==> src/rtl/cordic_pkg.sv <==
// Shared definitions for the phase source and the quarter-wave CORDIC sine stage.
package cordic_pkg;

   // Width of the quarter-wave phase handed to the CORDIC stage.
   localparam int unsigned QPH_W = 16;

   // Fixed-point CORDIC gain constant, shared with the CORDIC stage.
   localparam logic [QPH_W-1:0] CORDIC_GAIN = 16'hDBD9;

   // Quadrant of a full-cycle phase.
   typedef enum logic [1:0] {
      Q0 = 2'd0,
      Q1 = 2'd1,
      Q2 = 2'd2,
      Q3 = 2'd3
   } quadrant_t;

   // Sine is negative in the second half of the cycle.
   function automatic logic quad_is_neg(input quadrant_t q);
      return (q == Q2) || (q == Q3);
   endfunction

   // Quarter phase runs backwards (mirrored) in the odd quadrants.
   function automatic logic quad_is_mirrored(input quadrant_t q);
      return (q == Q1) || (q == Q3);
   endfunction

endpackage : cordic_pkg

==> src/rtl/qph_fold.sv <==
// Folds a full-cycle phase into quadrant, quarter phase and sine sign.
module qph_fold
   import cordic_pkg::*;
#(
   parameter int unsigned ACC_W = 32
) (
   input  logic [ACC_W-1:0] i_ph,
   output logic [QPH_W-1:0] o_qph,
   output quadrant_t        o_quad,
   output logic             o_neg
);

   logic [1:0]       q_bits;
   logic [QPH_W-1:0] frac;
   quadrant_t        quad;
   // Bits below the quarter-phase field are truncated on purpose; they only
   // matter upstream as carries into the accumulator sum.
   logic [ACC_W-1:0] ph_unused;

   assign ph_unused = i_ph;

   // Split the phase and mirror the quarter phase in the odd quadrants.
   always_comb begin
      q_bits = i_ph[ACC_W-1 -: 2];
      frac   = i_ph[ACC_W-3 -: QPH_W];
      quad   = quadrant_t'(q_bits);
      o_quad = quad;
      o_neg  = quad_is_neg(quad);
      o_qph  = quad_is_mirrored(quad) ? ~frac : frac;
   end

endmodule : qph_fold

==> src/rtl/phase_nco.sv <==
// Phase accumulator NCO producing folded quarter phase samples behind a
// valid/ready output register; backpressure freezes phase advance.
module phase_nco
   import cordic_pkg::*;
#(
   parameter int unsigned ACC_W = 32
) (
   input  logic             i_clk,
   input  logic             i_rst,
   input  logic             i_en,
   input  logic             i_ftw_wr,
   input  logic [ACC_W-1:0] i_ftw,
   input  logic [ACC_W-1:0] i_poff,
   input  logic             i_sync,
   output logic             o_valid,
   input  logic             i_ready,
   output logic [15:0]      o_qph,
   output logic [1:0]       o_quad,
   output logic             o_neg
);

   logic [ACC_W-1:0] acc_q, acc_d;
   logic [ACC_W-1:0] ftw_q, ftw_d;
   logic             valid_q, valid_d;
   logic [QPH_W-1:0] qph_q, qph_d;
   quadrant_t        quad_q, quad_d;
   logic             neg_q, neg_d;

   logic [ACC_W-1:0] acc_eff;
   logic [ACC_W-1:0] ph;
   logic             load;
   logic [QPH_W-1:0] fold_qph;
   quadrant_t        fold_quad;
   logic             fold_neg;

   // Full phase of the sample that would be loaded this cycle.
   always_comb begin
      acc_eff = i_sync ? '0 : acc_q;
      ph      = acc_eff + i_poff;
   end

   qph_fold #(
      .ACC_W (ACC_W)
   ) u_fold (
      .i_ph   (ph),
      .o_qph  (fold_qph),
      .o_quad (fold_quad),
      .o_neg  (fold_neg)
   );

   // Handshake, accumulator step and FTW update.
   always_comb begin
      load    = i_en && (!valid_q || i_ready);
      acc_d   = acc_q;
      ftw_d   = i_ftw_wr ? i_ftw : ftw_q;
      valid_d = valid_q;
      qph_d   = qph_q;
      quad_d  = quad_q;
      neg_d   = neg_q;
      if (load) begin
         // Step uses the FTW register as it stood before any same-cycle write.
         acc_d   = acc_eff + ftw_q;
         valid_d = 1'b1;
         qph_d   = fold_qph;
         quad_d  = fold_quad;
         neg_d   = fold_neg;
      end else if (i_ready) begin
         valid_d = 1'b0;
      end
   end

   // State registers with synchronous reset.
   always_ff @(posedge i_clk) begin
      if (i_rst) begin
         acc_q   <= '0;
         ftw_q   <= '0;
         valid_q <= 1'b0;
         qph_q   <= '0;
         quad_q  <= Q0;
         neg_q   <= 1'b0;
      end else begin
         acc_q   <= acc_d;
         ftw_q   <= ftw_d;
         valid_q <= valid_d;
         qph_q   <= qph_d;
         quad_q  <= quad_d;
         neg_q   <= neg_d;
      end
   end

   assign o_valid = valid_q;
   assign o_qph   = qph_q;
   assign o_quad  = quad_q;
   assign o_neg   = neg_q;

endmodule : phase_nco

==> config.mk <==
export PLATFORM = sky130hd
export DESIGN_NAME = phase_nco
export DESIGN_NICKNAME = d
export VERILOG_FILES = /design/src/rtl/cordic_pkg.sv /design/src/rtl/qph_fold.sv /design/src/rtl/phase_nco.sv
export SDC_FILE = /design/constraint.sdc
export NUM_CORES = 1
export LEC_CHECK = 0
export BUFFER_PORTS_ARGS = -buffer_cell sky130_fd_sc_hd__buf_4
export CAP_MARGIN = 20
export CORE_UTILIZATION = 40
export CTS_BUF_LIST = sky130_fd_sc_hd__clkbuf_8
export DETAILED_ROUTE_END_ITERATION = 8
export GPL_TIMING_DRIVEN = 0
export PLACE_DENSITY = 0.6
export SETUP_SLACK_MARGIN = 0.15
export SLEW_MARGIN = 20
export SYNTH_ARGS = -nofsm -noshare
export SYNTH_HDL_FRONTEND = slang
export SYNTH_SLANG_ARGS = --single-unit
export TNS_END_PERCENT = 50
==> constraint.sdc <==
create_clock -name i_clk -period 12.4 [get_ports i_clk]
set_input_delay 0 -clock i_clk [delete_from_list [all_inputs] [get_ports i_clk]]
set_output_delay 0 -clock i_clk [all_outputs]
set_load 0.005 [all_outputs]
==> impl_metrics.json, run 1 <==
{
  "multi_input_area_mm2": 0.004989,
  "pin_count": 90,
  "min_path_type": "in2reg",
  "remaining_drc_errors": 0,
  "yosysMostFrequentCell": "nor2_1",
  "core_mm2": 0.01724,
  "crit_path_start": "i_sync",
  "yosys_warnings": 0,
  "placed_cell_area_mm2": 0.007948,
  "fmax_mhz": 176.1,
  "synthesis.area_mm2": 0.007020,
  "synth_xor_area_frac": 0.09428,
  "cts_tree": "done",
  "synth_area_leaders": "dfxtp_1 24%, xnor2_1 6.1%, ha_1 5.7%, a21oi_1 5.3%, nor2_1 5.1%",
  "syn_area_per_cell_um2": 7.469,
  "rsz0062_at_grt": "false",
  "period_needed_ps": 5680,
  "drv_slew": 0,
  "path_delay_family": "buffers and inverters",
  "grt_max_degree": 17,
  "end_kind": "flop",
  "synth_edf_count": 0,
  "dpl.cell_count": 1251,
  "synth_compound_area_frac": 0.2891,
  "synthToLayoutAreaGrowth_pct": 20.91,
  "hold_viol": 0,
  "grt_use_total": 0.2491,
  "synth_adder_area_share": 0.06719,
  "synth-seq-cells": 83,
  "fin_crit_sh": 0.4581,
  "start_util": 0.4073,
  "slowest_stage": "clkbuf_1",
  "slew_headroom": 0.4545,
  "yosysTopAreaCell": "dfxtp_1",
  "fp.dieW_um": 134.5,
  "drive_above_1_share": 0.1141,
  "fin_area_mm2": 0.008488,
  "layout.cells.non_filler": 1303,
  "grt-ovfl-total": 0,
  "diodes": 0,
  "wl_per_cell_um": 17.31,
  "synth_simple_gate_area_frac": 0.2099,
  "cts_resized": 0,
  "gp_congestion": 0.9291,
  "arrival_ps": 5930,
  "nFillCells": 1772,
  "postCtsSetupBuffers": 0,
  "required_ps": 12650,
  "grt_pass1_vias": 6659,
  "synthMuxAreaShare": 0.05008,
  "vdd_drop_max_mv": 0.04860,
  "synth_top_family_by_area": "compound AO/OA/AOI/OAI gates",
  "status": "complete, no violations",
  "cp-start-kind": "input port",
  "nNetsFinal": 1175,
  "routed_via_density": 5.683,
  "drt_iter0_drc": 637,
  "netlist.area_leader.share": 0.2367,
  "dp_hpwl_um": 16960,
  "seq_area_mm2": 0.001662,
  "cts.reportedPaths.clkPinSlew_ps": 100,
  "p_leak_uw": 0.003532,
  "reg2reg_from": "acc_q[0]",
  "reg2regPathDepth": 13,
  "numCtsBuffers": 9,
  "seq_area_frac_synth": 0.2367,
  "cp_max_fo": 10,
  "path_buf_inv": 7,
  "power.total_uw": 688.9,
  "clk_latency_ps": 390,
  "die_h_um": 134.5,
  "path_cells": "buf_4, buf_2, buf_2, buf_2, buf_1, clkbuf_1, clkbuf_1, nor2b_1, ha_1, nor2b_1, a311oi_2, a31oi_1, maj3_2, a221o_1, a311oi_2, o21ai_2, a221o_1, a21o_1, a41oi_1, a31oi_1",
  "fp.dieArea_mm2": 0.01808,
  "reg2reg_setup_slack_ps": 8710,
  "yosysUniqueCellTypes": 72,
  "final_antenna_net_count": 0,
  "setup_viol_count_final": 0,
  "cap_violations": 0,
  "antenna_found_initial": 0,
  "fin_worst_skew_ps": 15.19,
  "wl_um": 22560,
  "cp_common_cell": "buf_2",
  "crit_path_max_incr_delay_ps": 630,
  "setup_tns_ps": 0,
  "rows": 48,
  "clock_path_buffers": 2,
  "critical_path.endpoint": "acc_q[31]",
  "dr.pass1.iters": 5,
  "reg2reg_to": "acc_q[31]",
  "synth_common_cells": "96 x nor2_1, 83 x dfxtp_1, 78 x nand2_1",
  "crit_type": "in2reg",
  "htreeDepth": 3,
  "p_per_area_mw_per_mm2": 81.16,
  "netlist_instances": 940,
  "numPortBuffers": 86,
  "syn_nets": 1042,
  "pre_cts_ws_ps": 6420,
  "max_slew.worst_pin.slew_ps": 818.2,
  "finalWorstSetupSlack_ps": 6720,
  "cts-root-buf": "clkbuf_8",
  "worst-path-stages": 20,
  "grt_pass1_wl_um": 34930,
  "cts.sinks": 83,
  "synthArstFlopShare": 0,
  "ctsHoldBuffers": 36,
  "vias": 7405,
  "synth_flop_cell": "dfxtp_1"
}
[final cells by class]
| class | count | area share |
|---|---|---|
| Inverter | 24 | 0.01061 |
| Multi-Input combinational cell | 762 | 0.5877 |
| Clock buffer | 9 | 0.01459 |
| Sequential cell | 83 | 0.1958 |
| Clock inverter | 7 | 0.006633 |
| Buffer | 71 | 0.03302 |
| Tap cell | 225 | 0.03317 |
| Timing Repair Buffer | 122 | 0.1185 |
[how the worst min path moves through the flow]
stage	start	end	cells after the start
2_1_floorplan	i_en	o_valid	2
3_3_place_gp	i_ftw[12]	ftw_q[12]	3
3_5_place_dp	i_ftw[9]	ftw_q[9]	3
4_1_cts	i_poff[30]	o_quad[1]	4
5_1_grt	i_poff[30]	o_quad[1]	4
6_report	i_poff[30]	o_quad[1]	4
[tightest hold or removal path, stage by stage]
cell and delay, ps:
buf_4 90, ha_1 140, or3_1 100, a31oi_1 70
[through the flow]
step	hold WS (ps)	utilization
detailed placement	241.9	0.4611
finish	51.47	0.4925
floorplan	129.5	-
global placement	233.6	0.4611
global route	61.56	0.4925
CTS	41.25	0.4925
[where the power goes]
| part | switching, uW | internal (uW) |
|---|---|---|
| Sequential | 10.9 | 283 |
| Combinational | 110 | 86.5 |
| Clock | 122 | 75.8 |
[flip-flops by register name, summed over array words and instances (netlist names)]
register and flops:
acc_q 32, ftw_q 32, o_qph 16, o_quad 2
o_valid 1
[layout by cell type (no fill, tap or decap), types with 6 or more instances in the layout]
cell,n
nand2b_1,8
dlygate4sd3_1,36
buf_4,88
o21ai_0,52
and2_1,11
a22oi_1,16
nor3_1,12
a21o_1,22
nor4b_1,6
o21ai_1,14
maj3_1,6
a31oi_1,25
nand3_1,22
and3_1,6
nand2_1,78
nor2_1,96
buf_1,9
o22ai_1,10
clkbuf_8,9
clkbuf_1,55
xnor2_1,49
a211oi_1,13
a21oi_1,75
dfxtp_1,83
mux2i_1,34
xor2_1,24
nor2b_1,38
ha_1,32
inv_1,20
o211ai_1,19
nand4_1,7
[kinds of logic after synthesis]
family,count (synthesis)
buf+inv,95
flops,83
xor+xnor,74
compound gates,309
fa+ha+maj,39
mux,35
simple gates,305
[routing by layer]
metal,wire length (um),vias to the layer above,GRT usage
met5,0,-,0
met4,531,0,0.08677
met3,1259,38,0.03116
met2,9669,246,0.3805
met1,11100,3436,0.3585
li1,-,3685,-
Power figures use the tool's default switching activity.
==> run 2: changes to the inputs <==
Settings changed: ABC_AREA set to 1, PLACE_DENSITY 0.6 to 0.59.
Clock period 12.4 ns to 5.6 ns, I/O delays scaled along.
==> impl_metrics.json, run 2 <==
{
  "required_ps": 5890,
  "grt-ovfl-total": 0,
  "period_needed_ps": 2751,
  "die_h_um": 140.5,
  "grt_pass1_vias": 7983,
  "min_path_type": "in2reg",
  "postCtsSetupBuffers": 0,
  "rows": 50,
  "yosys_warnings": 0,
  "cts.sinks": 83,
  "drt_iter0_drc": 570,
  "yosysUniqueCellTypes": 43,
  "wl_um": 26130,
  "wl_met1_um": 12400,
  "syn_nets": 1483,
  "vias": 8772,
  "crit_path_max_incr_delay_ps": 400,
  "mostFrequentLayoutCell": "nand2_1",
  "numCtsBuffers": 9,
  "setup_viol_count_final": 0,
  "htreeDepth": 3,
  "grt_use_total": 0.2689,
  "clock_path_buffers": 2,
  "path_delay_family": "simple AND/OR/NAND/NOR gates",
  "synth_area_leaders": "dfxtp_1 22%, nand2_1 19%, inv_1 11%, nor2_1 9.4%, nand3_1 7.1%",
  "fp.dieArea_mm2": 0.01973,
  "path_buf_inv": 4,
  "utilization": 0.4932,
  "ctsHoldBuffers": 40,
  "gp_congestion": 0.9303,
  "grt_max_degree": 15,
  "met2WireLength_um": 11980,
  "min_from": "i_poff[31]",
  "end_kind": "flop",
  "numPortBuffers": 87,
  "synth_flop_cell": "dfxtp_1",
  "dr_wl_met3_um": 1090,
  "synth-seq-cells": 83,
  "syn_area_per_cell_um2": 5.553,
  "diodes": 0,
  "synthToLayoutAreaGrowth_pct": 20.70,
  "start_util": 0.4086,
  "dr.pass1.iters": 5,
  "rsz0062_at_grt": "false",
  "top_layer": "met4",
  "layout.cells.non_filler": 1758,
  "routed_via_density": 4.990,
  "reg2reg_from": "acc_q[24]",
  "slowest_stage": "ha_1",
  "cp_common_cell": "nand2_1",
  "hold_viol": 0,
  "synthArstFlopShare": 0,
  "status": "complete, no violations",
  "yosysMostFrequentCell": "nand2_1",
  "p_per_area_mw_per_mm2": 195.3,
  "seq_area_frac_synth": 0.2167,
  "fp.dieW_um": 140.5,
  "drv_slew": 0,
  "drive_above_1_share": 0.09580,
  "fin_crit_sh": 0.4912,
  "remaining_drc_errors": 0,
  "synthesis.area_mm2": 0.007669,
  "cp-start-kind": "flop",
  "slew_headroom": 0.5648,
  "cp_max_fo": 10,
  "grt_pass1_wl_um": 40730,
  "dp_hpwl_um": 21940,
  "setup_tns_ps": 0,
  "synth_edf_count": 0,
  "p_leak_uw": 0.005163,
  "netlist_instances": 1381,
  "final_cell_mix": "392 x nand2_1, 231 x inv_1, 193 x nor2_1, 109 x nand3_1, 95 x a21oi_1",
  "crit_type": "reg2reg",
  "netlist.area_leader.share": 0.2167,
  "cts_tree": "done",
  "pin_count": 90,
  "cts_resized": 0,
  "cts-root-buf": "clkbuf_8",
  "cap_violations": 0,
  "fin_worst_skew_ps": 23.98,
  "dpl.cell_count": 1702,
  "antenna_found_initial": 0,
  "yosysTopAreaCell": "dfxtp_1",
  "vdd_drop_max_mv": 0.1369,
  "core_mm2": 0.01877,
  "nNetsFinal": 1621,
  "path_cells": "inv_1, nor2_1, ha_1, nand2_1, o21ai_0, a21oi_1, o21ai_0, a21oi_1, nand3_1, nand2_4, inv_4, buf_6, nand2_1, nand3_1, nand2_1, inv_1",
  "max_slew.worst_pin.slew_ps": 652.9,
  "power.total_uw": 1808,
  "cts.reportedPaths.clkPinSlew_ps": 90,
  "wl_per_cell_um": 14.87,
  "final_antenna_net_count": 0,
  "crit_path_start": "acc_q[24]",
  "clk_latency_ps": 390,
  "synth_common_cells": "392 x nand2_1, 230 x inv_1, 193 x nor2_1",
  "arrival_ps": 3040,
  "fmax_mhz": 363.5
}
-- run 2: changes by cell type after synthesis, sizes merged, moves of 16 or more --
| cell | delta |
|---|---|
| nand3 | +95 |
| inv | +211 |
| a21oi | +21 |
| o21ai | +24 |
| a31oi | -22 |
| clkbuf | -30 |
| xnor2 | -44 |
| mux2i | -34 |
| o211ai | -18 |
| nor2b | -38 |
| nand2 | +329 |
| a21o | -19 |
| a22oi | -16 |
| nor2 | +103 |
-- run 2: final timing paths --
kind	end	slack [ps]	cells after the start
max	o_qph[13]	2850	16
min	o_quad[1]	60	5
max reg2reg	o_qph[13]	2850	16
min reg2reg	ftw_q[11]	490	2
-- run 2: power by group --
group          internal [uW]  total (uW)  switching, uW
combinational            226         593            366
clock                    295         539            244
sequential               640         676           35.1
-- run 2: cells by family after synthesis --
kind of cell | synth area share
buf+inv | 0.1408
xor+xnor | 0.01942
compound gates | 0.1547
simple gates | 0.4162
flops | 0.2167
fa+ha+maj | 0.05221
-- run 2: tightest hold or removal path, stage by stage --
cell and delay, ps:
buf_4 90, xnor2_1 80, a21oi_1 110, nor2_1 60
nor2_1 60
-- run 2: per-layer routing --
| layer | track usage | vias to the layer above |
|---|---|---|
| li1 | - | 4645 |
| met2 | 0.4624 | 219 |
| met3 | 0.02838 | 37 |
| met4 | 0.08467 | 0 |
| met5 | 0 | - |
| met1 | 0.3522 | 3871 |
-- run 2: cell type report --
cell class              count  area [um^2]
flip-flops and latches     83         1662
repair buffers            127         1054
clock buffers               9        123.9
fillers                  2070         9512
plain buffers              35        191.4
inverters                 234        888.4
well taps                 234        292.8
clock inverters             7        117.6
multi-input cells        1029         4927
-- run 2: per-stage QoR --
stage | instance area, um^2 | hold WS (ps) | setup slack (ps)
after floorplan | 7669 | 134.9 | 3402
after global placement | 8615 | 221.2 | 2764
after CTS | 9256 | 68.64 | 2907
after global routing | 9256 | 104.6 | 2552
final | 9256 | 58.41 | 2849
after detailed placement | 8615 | 228.2 | 2752
==> run 3: changes to the inputs <==
Settings changed: PLACE_DENSITY 0.59 to 0.62.
Clock period 5.6 ns to 2.4 ns, I/O delays scaled along.
==> impl_metrics.json, run 3 (synthesis gave the netlist of run 2 again) <==
{
  "status": "complete, no violations",
  "drv_slew": 0,
  "slowest_stage": "dfxtp_2",
  "vdd_drop_max_mv": 0.2397,
  "grt_max_degree": 16,
  "finalWorstSetupSlack_ps": 178.1,
  "numCtsBuffers": 9,
  "crit_path_max_incr_delay_ps": 320,
  "cts.sinks": 83,
  "cts_tree": "done",
  "drive_above_1_share": 0.2063,
  "switching_share": 0.3707,
  "mostFrequentLayoutCell": "nand2_1",
  "wl_um": 27050,
  "grt-ovfl-total": 0,
  "grt_pass1_wl_um": 41460,
  "cts-root-buf": "clkbuf_8",
  "path_cells": "inv_1, nor2_4, ha_4, a21oi_4, o21ai_2, inv_1, nand2_2, a21oi_4, nand3_2, nand2_4, inv_6, buf_8, nand2_1, nand3_2, nand2_1, inv_1",
  "wl_per_cell_um": 15.15,
  "fin_worst_skew_ps": 18.10,
  "drt_iter0_drc": 636,
  "min_path_type": "in2reg",
  "cp_max_fo": 8,
  "fin_crit_sh": 0.9258,
  "cp_common_cell": "inv_1",
  "final_cell_mix": "367 x nand2_1, 223 x inv_1, 156 x nor2_1, 112 x buf_4, 101 x nand3_1",
  "p_leak_uw": 0.005364,
  "clock_power_share": 0.265,
  "cts.reportedPaths.clkPinSlew_ps": 90,
  "crit_type": "reg2reg",
  "dp_hpwl_um": 21790,
  "routed_via_density": 5.060,
  "start_util": 0.4086,
  "nFillCells": 1980,
  "slew_headroom": 0.5418,
  "grt_pass1_vias": 8085,
  "clock_path_buffers": 2,
  "core_mm2": 0.01877,
  "max_slew.worst_pin.slew_ps": 687.4,
  "pin_count": 90,
  "rows": 50,
  "required_ps": 2690,
  "numPortBuffers": 87,
  "antenna_found_initial": 0,
  "setup_viol_count_final": 0,
  "end_kind": "flop",
  "final_antenna_net_count": 0,
  "vias": 9032,
  "seqPwrFrac": 0.362,
  "period_needed_ps": 2222,
  "nNetsFinal": 1648,
  "p_per_area_mw_per_mm2": 427.7,
  "p_comb_frac": 0.373,
  "switchingPower_uw": 1621,
  "die_h_um": 140.5,
  "grt_use_total": 0.2721,
  "pre_cts_ws_ps": -469.8,
  "hold_viol": 0,
  "remaining_drc_errors": 0,
  "fp.dieArea_mm2": 0.01973,
  "p_int_uw": 2752,
  "clk_latency_ps": 380,
  "fp.dieW_um": 140.5,
  "arrival_ps": 2510,
  "diodes": 0,
  "htreeDepth": 3,
  "cap_violations": 0,
  "cp-start-kind": "flop",
  "synthToLayoutAreaGrowth_pct": 33.33,
  "dr.pass1.iters": 6,
  "fmax_mhz": 450.1,
  "power.total_uw": 4373,
  "gp_congestion": 0.9540,
  "rsz0062_at_grt": "true"
}
## run 3: critical path, delay by kind of cell (launching register included)
family / cells / cell delay [ps]
and+or+nand+nor: 7 / 780
AOI/OAI and AO/OA: 3 / 380
buffers and inverters: 5 / 370
DFF: 1 / 320
adders and majority gates: 1 / 280
## run 3: timing repair
action | CTS | global route
setup buffers | 5 | 20
hold buffers | 40 | 0
endpoints found under the hold margin | 33 | 0
setup endpoints to repair | 26 | 36
gates resized for setup | 67 | 137
pin swaps | 8 | 43
cloned | 0 | 2
## run 3: worst paths after layout
| path | start | endpoint | slack (ps) | cells past startpoint |
|---|---|---|---|---|
| worst max-delay path | acc_q[19] | o_qph[13] | 180 | 16 |
| worst min-delay path | i_poff[31] | o_quad[1] | 70 | 5 |
| worst max register to register | acc_q[19] | o_qph[13] | 180 | 16 |
| worst min register to register | ftw_q[11] | ftw_q[11] | 490 | 2 |
## run 3: per-layer routing
layer | global-route usage | vias to the layer above | part of all wire
met2 | 0.4739 | 276 | 0.47
met5 | 0 | - | 0
li1 | - | 4706 | -
met3 | 0.02701 | 27 | 0.052
met4 | 0.06751 | 0 | 0.017
met1 | 0.3593 | 4023 | 0.46
## run 3: final cells by class
cell class	count	area (um^2)	share of cell area
multi-input cells	1029	5625	0.5502
inverters	234	890.9	0.08713
clock buffers	9	123.9	0.01211
repair buffers	154	1290	0.1262
clock inverters	7	101.3	0.009912
well taps	234	292.8	0.02863
flip-flops and latches	83	1690	0.1653
plain buffers	35	210.2	0.02056
## run 3: per-stage QoR
step                utilization  instances  hold slack, ps  instance area [um^2]  TNS (ps)
finish                   0.5448       1785           72.29                 10220         0
CTS                      0.5100       1763           65.65                  9572         0
detailed placement       0.4590       1702           227.0                  8615     -7409
global placement         0.4590       1702           221.4                  8615     -7908
global route             0.5448       1785           137.1                 10220         0
floorplan                     -       1381           134.9                  7669         0
## run 3: power groups by stage
stage | Combinational [uW] | Sequential (uW) | Clock, uW
CTS | 1450 | 1570 | 1180
global placement | 1310 | 1600 | 0
global route | 1810 | 1600 | 1240
finish | 1630 | 1580 | 1160
floorplan | 889 | 1580 | 0
detailed placement | 1310 | 1610 | 0
